### config.mk
export PLATFORM = sky130hd
export DESIGN_NAME = exp_deintegrator_flat
export DESIGN_NICKNAME = d
export VERILOG_FILES = /design/src/rtl/exp_deintegrator_if.sv /design/src/rtl/exp_deintegrator.sv /design/src/flat_wrapper.sv
export SDC_FILE = /design/constraint.sdc
export NUM_CORES = 1
export LEC_CHECK = 0
export ABC_AREA = 1
export CAP_MARGIN = 20
export CORE_MARGIN = 1
export CORE_UTILIZATION = 30
export DETAILED_ROUTE_END_ITERATION = 6
export PLACE_DENSITY = 0.57
export RECOVER_POWER = 25
export SLEW_MARGIN = 20
export SYNTH_ARGS = -nofsm -noshare
export SYNTH_HDL_FRONTEND = slang
export SYNTH_SLANG_ARGS = --single-unit
### constraint.sdc
create_clock -name i_clk -period 2.8 [get_ports i_clk]
set_clock_uncertainty 0.1 [all_clocks]
set_input_delay 0.7 -clock i_clk [delete_from_list [all_inputs] [get_ports i_clk]]
set_output_delay 0.7 -clock i_clk [all_outputs]
set_load 0.01 [all_outputs]
### src/rtl/exp_deintegrator_if.sv
// Sample stream handshake for the exponential de-integrator: the accepted
// input sample and the reconstructed output with its saturation flag.
interface exp_deintegrator_if #(
  parameter int DATA_WIDTH = 16
);
  logic [DATA_WIDTH-1:0] i_data;
  logic                  i_valid;
  logic                  o_ready;
  logic [DATA_WIDTH-1:0] o_data;
  logic                  o_valid;
  logic                  i_ready;
  logic                  o_sat;

  modport slave (
    input  i_data, i_valid, i_ready,
    output o_ready, o_data, o_valid, o_sat
  );

  modport master (
    output i_data, i_valid, i_ready,
    input  o_ready, o_data, o_valid, o_sat
  );
endinterface

### src/rtl/exp_deintegrator.sv
// Inverts y[n] = 3/4*x + 1/4*y[n-1]: x_est = floor((4*y - y_prev)/3), computed
// with a bit-serial restoring divide-by-3 and clamped to the output range.
module exp_deintegrator #(
  parameter int DATA_WIDTH = 16
) (
  input  logic               i_clk,
  input  logic               i_rst,
  exp_deintegrator_if.slave  bus
);
  localparam int W  = DATA_WIDTH;
  localparam int QW = W + 2;
  localparam int CW = $clog2(QW + 1);

  typedef enum logic [1:0] {IDLE, DIV, OUT} state_t;

  state_t          state;
  logic [W-1:0]    y_prev;
  logic [QW-1:0]   dvd;
  logic [QW-1:0]   quo;
  logic [1:0]      rem;
  logic [CW-1:0]   cnt;
  logic            neg;
  logic            ready_q;
  logic            valid_q;
  logic [W-1:0]    data_q;
  logic            sat_q;

  // 4*y never exceeds 2^(W+2)-4, so one extra sign bit makes N exact.
  logic signed [W+2:0] num;
  assign num = $signed({1'b0, bus.i_data, 2'b00}) - $signed({3'b000, y_prev});

  logic [2:0] trial;
  logic [2:0] trial_sub;
  logic       ge;
  logic [1:0] rem_nxt;

  always_comb begin
    trial     = {rem, dvd[QW-1]};
    trial_sub = trial - 3'd3;
    ge        = (trial >= 3'd3);
    rem_nxt   = ge ? trial_sub[1:0] : trial[1:0];
  end

  logic ovf;
  assign ovf = |quo[QW-1:W];

  always_ff @(posedge i_clk) begin
    if (i_rst) begin
      state   <= IDLE;
      y_prev  <= '0;
      dvd     <= '0;
      quo     <= '0;
      rem     <= '0;
      cnt     <= '0;
      neg     <= 1'b0;
      ready_q <= 1'b1;
      valid_q <= 1'b0;
      data_q  <= '0;
      sat_q   <= 1'b0;
    end else begin
      case (state)
        IDLE: begin
          if (bus.i_valid && ready_q) begin
            y_prev  <= bus.i_data;
            // Non-positive N divides a zero dividend so latency stays fixed.
            dvd     <= (!num[W+2] && (|num)) ? num[QW-1:0] : '0;
            neg     <= num[W+2];
            quo     <= '0;
            rem     <= '0;
            cnt     <= '0;
            ready_q <= 1'b0;
            state   <= DIV;
          end
        end
        DIV: begin
          if (cnt == CW'(QW)) begin
            data_q  <= neg ? '0 : (ovf ? '1 : quo[W-1:0]);
            sat_q   <= neg | ovf;
            valid_q <= 1'b1;
            state   <= OUT;
          end else begin
            dvd <= {dvd[QW-2:0], 1'b0};
            quo <= {quo[QW-2:0], ge};
            rem <= rem_nxt;
            cnt <= cnt + 1'b1;
          end
        end
        OUT: begin
          if (bus.i_ready) begin
            valid_q <= 1'b0;
            ready_q <= 1'b1;
            state   <= IDLE;
          end
        end
        default: begin
          state   <= IDLE;
          ready_q <= 1'b1;
          valid_q <= 1'b0;
        end
      endcase
    end
  end

  assign bus.o_ready = ready_q;
  assign bus.o_valid = valid_q;
  assign bus.o_data  = data_q;
  assign bus.o_sat   = sat_q;
endmodule

### src/flat_wrapper.sv
// flat-port wrapper written by rule: the top's interface ports become plain ports
module exp_deintegrator_flat 
#(
  parameter int DATA_WIDTH = 16
)
  (i_clk, i_rst, bus_i_data, bus_i_valid, bus_i_ready, bus_o_ready, bus_o_data, bus_o_valid, bus_o_sat);
  exp_deintegrator_if #(.DATA_WIDTH(DATA_WIDTH)) bus_i ();
  input  logic i_clk;
  input  logic i_rst;
  input wire logic [$bits(bus_i.i_data)-1:0] bus_i_data;
  input wire logic [$bits(bus_i.i_valid)-1:0] bus_i_valid;
  input wire logic [$bits(bus_i.i_ready)-1:0] bus_i_ready;
  output wire logic [$bits(bus_i.o_ready)-1:0] bus_o_ready;
  output wire logic [$bits(bus_i.o_data)-1:0] bus_o_data;
  output wire logic [$bits(bus_i.o_valid)-1:0] bus_o_valid;
  output wire logic [$bits(bus_i.o_sat)-1:0] bus_o_sat;
  assign bus_i.i_data = bus_i_data;
  assign bus_i.i_valid = bus_i_valid;
  assign bus_i.i_ready = bus_i_ready;
  assign bus_o_ready = bus_i.o_ready;
  assign bus_o_data = bus_i.o_data;
  assign bus_o_valid = bus_i.o_valid;
  assign bus_o_sat = bus_i.o_sat;
  exp_deintegrator #(.DATA_WIDTH(DATA_WIDTH)) u_core (.i_clk(i_clk), .i_rst(i_rst), .bus(bus_i));
endmodule
# Word-level counts from Yosys, hierarchy flattened

Index checks and enable logic that the tools add are counted.

Bits in registers: 81
Word-level logic and storage cells: 64

Add/sub/neg operators: 3
Equality and inequality tests: 7
Mux-type cells: 26
Reductions and logical operators: 13
Bitwise operators: 3
Order comparisons: 1

Operator list:

| operator                                            | number |
|---|---|
| 2-to-1 mux 18 bit                                   | 5 |
| case mux 18 bit (2 select lines)                    | 2 |
| 2-to-1 mux 16 bit                                   | 2 |
| OR reduction 19 bit                                 | 1 |
| subtractor 18 x 16 -> 19 bit                        | 1 |
| 2-to-1 mux 2 bit                                    | 6 |
| AND reduction 3 bit                                 | 4 |
| 2-to-1 mux 5 bit                                    | 2 |
| case mux 5 bit (2 select lines)                     | 1 |
| case mux 1 bit (3 select lines)                     | 2 |
| case mux 2 bit (3 select lines)                     | 1 |
| adder 5 x 1 -> 5 bit, second input constant         | 1 |
| == test 5 bit, second input constant                | 1 |
| 2-to-1 mux 1 bit                                    | 4 |
| != test 2 x 1 -> 1 bit, second input constant       | 2 |
| != test 2 bit, second input constant                | 2 |
| case mux 2 bit (2 select lines)                     | 1 |
| AND reduction 2 bit                                 | 2 |
| >= comparator 3 x 2 -> 1 bit, second input constant | 1 |
| == test 2 x 1 -> 1 bit, second input constant       | 1 |
| == test 2 bit, second input constant                | 1 |
| logical AND 1 bit                                   | 2 |
| zero test 2 bit                                     | 1 |
| NOT 1 bit                                           | 2 |
| 5 further kinds                                     | 5 |

# Longest topological paths before layout

Depth after elaboration: 6
Depth in mapped cells: 18

# Worst setup path after synthesis

OpenSTA, ideal clock, no wires.

Kind: input port to flip-flop
Start point: input port bus_i_data[9]
End point: register u_core.dvd[8]
Library setup time: 0.132 ns
Stages: 14
Data arrival time: 2.270 ns
Slack: 0.298 ns
Cells stage by stage: ha_1 nand2_1 inv_1 a21oi_1 nor2_1 nor2_1 nand2_1 nand2_1 nand2_1 nor2_1 nand4_2 buf_6 nand3_1 a21oi_1

Longest elaborated chain between the ends: 6
Elaborated cells between the ends (all ways): 7

RTL lines:

| what                                                          | RTL line               | RTL |
|---|---|---|
| from (decl)                                                   | flat_wrapper.sv:10     | `input wire logic [$bits(bus_i.i_data)-1:0] bus_i_data;` |
| subtractor 18 x 16 -> 19 bit (*)                              | exp_deintegrator.sv:30 | `assign num = $signed({1'b0, bus.i_data, 2'b00}) - $signed({3'b000, y_prev});` |
| OR reduction 19 bit / zero test 1 bit (equally long branches) | exp_deintegrator.sv:66 | `dvd <= (!num[W+2] && (\|num)) ? num[QW-1:0] : '0;` |
| logical AND 1 bit (*)                                         | exp_deintegrator.sv:66 |  |
| 2-to-1 mux 18 bit (*)                                         | exp_deintegrator.sv:66 |  |
| 2-to-1 mux 18 bit (*)                                         | exp_deintegrator.sv:63 | `if (bus.i_valid && ready_q) begin` |
| case mux 18 bit (2 select lines) (*)                          | exp_deintegrator.sv:61 | `case (state)` |
| to (signal assigned)                                          | exp_deintegrator.sv:66 |  |
| to (signal assigned)                                          | exp_deintegrator.sv:82 | `dvd <= {dvd[QW-2:0], 1'b0};` |
| to (decl)                                                     | exp_deintegrator.sv:18 | `logic [QW-1:0] dvd;` |

Every way passes the cells marked *; elsewhere a longest branch is shown, timed or not. The select of a mux whose other input is x is not followed.
A chain may end at the register's enable or synchronous reset.

# Worst setup path in the final report

Start point: input port bus_i_data[5]
End point: register u_core.dvd[1]

Same word-level chain as after synthesis.

==> impl_summary.md <==
Clock network
The number of levels in the clock H-tree is 3. The maximum buffer depth of the clock tree is 2. Clock tree synthesis inserted a total of 9 buffers.

The clock slew seen by the registers of the worst setup and hold paths is 0.06 ns. Clock tree synthesis found a total of 81 sinks. In this run, post-CTS hold repair placed 0 buffers. The clock latency on the worst-skew pair is 0.34 ns. TritonCTS built the clock tree. The clock tree root buffer cell is sky130_fd_sc_hd__clkbuf_16.

Floorplanning
The I/O pin total is 39. The area of the die is 15400 um^2. The placeable core region is 14500 um^2.

The initialized floorplan defines 44 standard-cell rows. The floorplan step set the die height to 124 um. The horizontal die dimension is 124 um.

The initial utilization of the core area, before any placement, comes to 30.7%.

Critical path
The required time of the critical path is 2.90 ns. The worst path buffer plus inverter count is 4. STA puts the critical path data arrival time at 2.78 ns. The signal on the critical path passes through clkdlybuf4s50_1, ha_4, nand2_2, inv_1, nand2_1, nand2_1, inv_1, nand2_1, nand2_1, nand2_1, nand2_1, nand2_1, nor2_2, nand4_2, buf_12, nand3_1, a21oi_1.

The family with the most delay on the worst path is simple AND/OR/NAND/NOR gates. The standard cell with the maximum stage delay on the critical path is sky130_fd_sc_hd__clkdlybuf4s50_1. The critical path's largest stage delay is 0.53 ns. The nature of the critical path endpoint is a register. The cell repeated most along the worst path is sky130_fd_sc_hd__nand2_1.

The worst setup path category is in2reg. The launching element type of the critical path is an input port. In this run the worst path has a maximum fanout of 15.

Global routing
The global-route wire length before repair is 19.0 mm. The initial antenna violation count is 0. Summed over all layers, the global routing overflow is 0. The maximum number of pins on one net before global-route repair is 59. The global-route usage over all layers is 15.9%. The via count of the first global-routing pass came to 3950.

Placement
Routability-driven placement finished with a final weighted congestion of 0.901. Once placement completed, the tool counted placed cells totaling 909. Buffers placed on the I/O ports in this run total 38. The post-detailed-placement cell area is 5310 um^2. The final HPWL from detailed placement is 7.98 mm.

Synth
Multiplexer cells account for 0% of the synthesized area. The synthesized-area fraction occupied by adder cells is 5.33%. The netlist area before placement is 4460 um^2. The most used flip-flop cell after synthesis is sky130_fd_sc_hd__dfxtp_1. The net count after synthesis is 709. After synthesis, the largest family of logic cells by area is simple AND/OR/NAND/NOR gates. After synthesis, the share of flip-flops with an asynchronous set or reset is 0%.

After synthesis, the cell types taking the most area are sky130_fd_sc_hd__dfxtp_1, sky130_fd_sc_hd__nand2_1, sky130_fd_sc_hd__inv_1. The share of synthesized area in the top cell type comes to 36.4%. Synthesis inferred 81 register bits. The xor/xnor share of the synthesized area is 0.982%. The sequential fraction of the synthesis area is 36.4%. The synthesis warning total is 0. In the synthesized netlist, the cells that appear most often are sky130_fd_sc_hd__nand2_1, sky130_fd_sc_hd__inv_1, sky130_fd_sc_hd__a21oi_1. The post-synthesis cell type count is 34. The synthesized netlist devotes 18.4% of its cell area to compound gates. Each instance of the synthesized netlist takes up on average 6.66 um^2. Summing the areas of all and, or, nand and nor instances in the mapped netlist gives 25.9% of the synthesized area. The count of flip-flops with a built-in enable after synthesis is 0. The most common cell in the synthesized netlist is sky130_fd_sc_hd__nand2_1. The dominant cell type by area after synthesis is sky130_fd_sc_hd__dfxtp_1. In the synthesized netlist, the number of instances is 670.

Final layout
The area overhead of the layout relative to synthesis is 31.9%. The total inserted antenna cells is 0. At the end of the flow, the number of nets in the layout was 778.

The count of cells in the finished layout, fillers not included, comes to 928. The post-route standard cell area excluding fillers is 5880 um^2. The fraction of layout cells with a size suffix above 1 is 15.6%.

Run status
The run finished with clean final reports.

Min path
The path class of the tightest hold or removal check is reg2reg.

Drt
The residual antenna-violating net count after detailed routing is 0. The detailed-router iteration count before antenna repair is 4. After the first detailed-routing iteration, the DRC count stood at 258. The detail-routed via count per cell is 4.63. The routed wire length is 11.4 mm.

The via count is 4294. Dividing the detail-routed wire length by the instance count gives 12.3 um. The post-detailed-route DRC marker count is 0.

STA
After layout, the minimum clock period comes to 2.68 ns. The count of final hold-check violations is 0. The maximum achievable frequency is 0.374 GHz. At the pin with the least slew margin, the transition time is 1.02 ns. Of the available clock period, the critical path in the final layout requires 95.6%. The total of endpoints with negative setup slack in the final report is 0.

The worst max-slew margin expressed relative to the limit is 31.9%. The max-slew violation count came to 0.

Job
The count of max-cap constraint violations is 0.

Power
In this run the static leakage power is 2.47 nW. The design draws 3.33 mW. The worst vdd rail ir drop is 0.340 mV. The power density over the cells is 566 nW/um^2.
-- final timing paths --
path	slack, ns	cells after the start	start	to
setup / recovery	0.12	17	bus_i_data[5]	u_core.dvd[1]
hold / removal	0.36	2	u_core.bus.o_data[14]	u_core.bus.o_data[14]
setup reg to reg	0.45	16	u_core.y_prev[0]	u_core.dvd[1]
hold reg to reg	0.36	2	u_core.bus.o_data[14]	u_core.bus.o_data[14]
-- kinds of logic after synthesis --
kind of cell               Yosys count
xor gates and xnor gates             5
AOI/OAI and AO/OA                  145
adders and majority gates           19
and+or+nand+nor                    269
DFF                                 81
buffers and inverters              151
-- layer usage --
| metal | wire [um] | global-route usage, % |
|---|---|---|
| met2 | 5200 | 24.1 |
| met3 | 287 | 2.38 |
| met5 | 0 | 0 |
| met1 | 5850 | 22.5 |
| met4 | 105 | 6.03 |
-- worst register-to-register path: cells and delay by family, from the launching register on --
family                   cells  cell delay [ns]
AO/OA/AOI/OAI                1             0.06
adder cells (fa/ha/maj)      1             0.29
buffers and inverters        2             0.38
flip-flops                   1             0.33
AND/OR/NAND/NOR             12             1.05
-- cell usage in the layout (no fill, tap or decap), types with 14 or more instances in the layout --
master | Yosys | final
sky130_fd_sc_hd__o22ai_1 | 17 | 17
sky130_fd_sc_hd__buf_4 | 1 | 45
sky130_fd_sc_hd__nand3_1 | 31 | 31
sky130_fd_sc_hd__inv_1 | 118 | 117
sky130_fd_sc_hd__nand2_1 | 172 | 163
sky130_fd_sc_hd__ha_4 | 0 | 14
sky130_fd_sc_hd__o311ai_0 | 16 | 16
sky130_fd_sc_hd__a21oi_1 | 83 | 79
sky130_fd_sc_hd__dfxtp_1 | 81 | 81
sky130_fd_sc_hd__nor2_1 | 34 | 26
sky130_fd_sc_hd__o21ai_0 | 23 | 23
sky130_fd_sc_hd__clkdlybuf4s50_1 | 0 | 27
-- state kept, by name (all words and copies together), names as in the netlist --
register            flops
u_core.quo             18
u_core.rem              2
u_core.neg              1
u_core.bus.o_ready      1
u_core.cnt              5
u_core.bus.o_valid      1
u_core.state            2
u_core.y_prev          16
u_core.bus.o_data      16
u_core.bus.o_sat        1
u_core.dvd             18
-- layout make-up --
type,count,area [um^2]
inverter,122,460
sequential,81,1620
fill,1549,8650
tap,184,230
clock buffer,9,225
clock inverter,7,60.1
timing repair buffer,87,781
multi-input combinational,438,2500
-- repair_timing --
item,CTS,global route
pin swaps,0,4
endpoints found under the setup margin,15,19
cloned,0,0
endpoints found under the hold margin,0,0
gates resized for setup,3,47
buffers inserted,0,3
-- metrics by stage --
step	hold WS (ns)	setup TNS (ns)	util, %	worst slack [ns]
2_1_floorplan	0.333	0	-	0.298
3_3_place_gp	0.348	-7.54	36.6	-0.452
3_5_place_dp	0.351	-7.12	36.6	-0.432
4_1_cts	0.361	0	38.6	0.00489
5_1_grt	0.389	-0.0783	40.5	-0.0168
6_report	0.364	0	40.5	0.124
-- where the power goes --
part           total, mW  internal (mW)  switching, mW
combinational      0.958          0.423          0.535
clock               1.14          0.615          0.527
sequential          1.23           1.21         0.0189
Power figures use the tool's default switching activity.
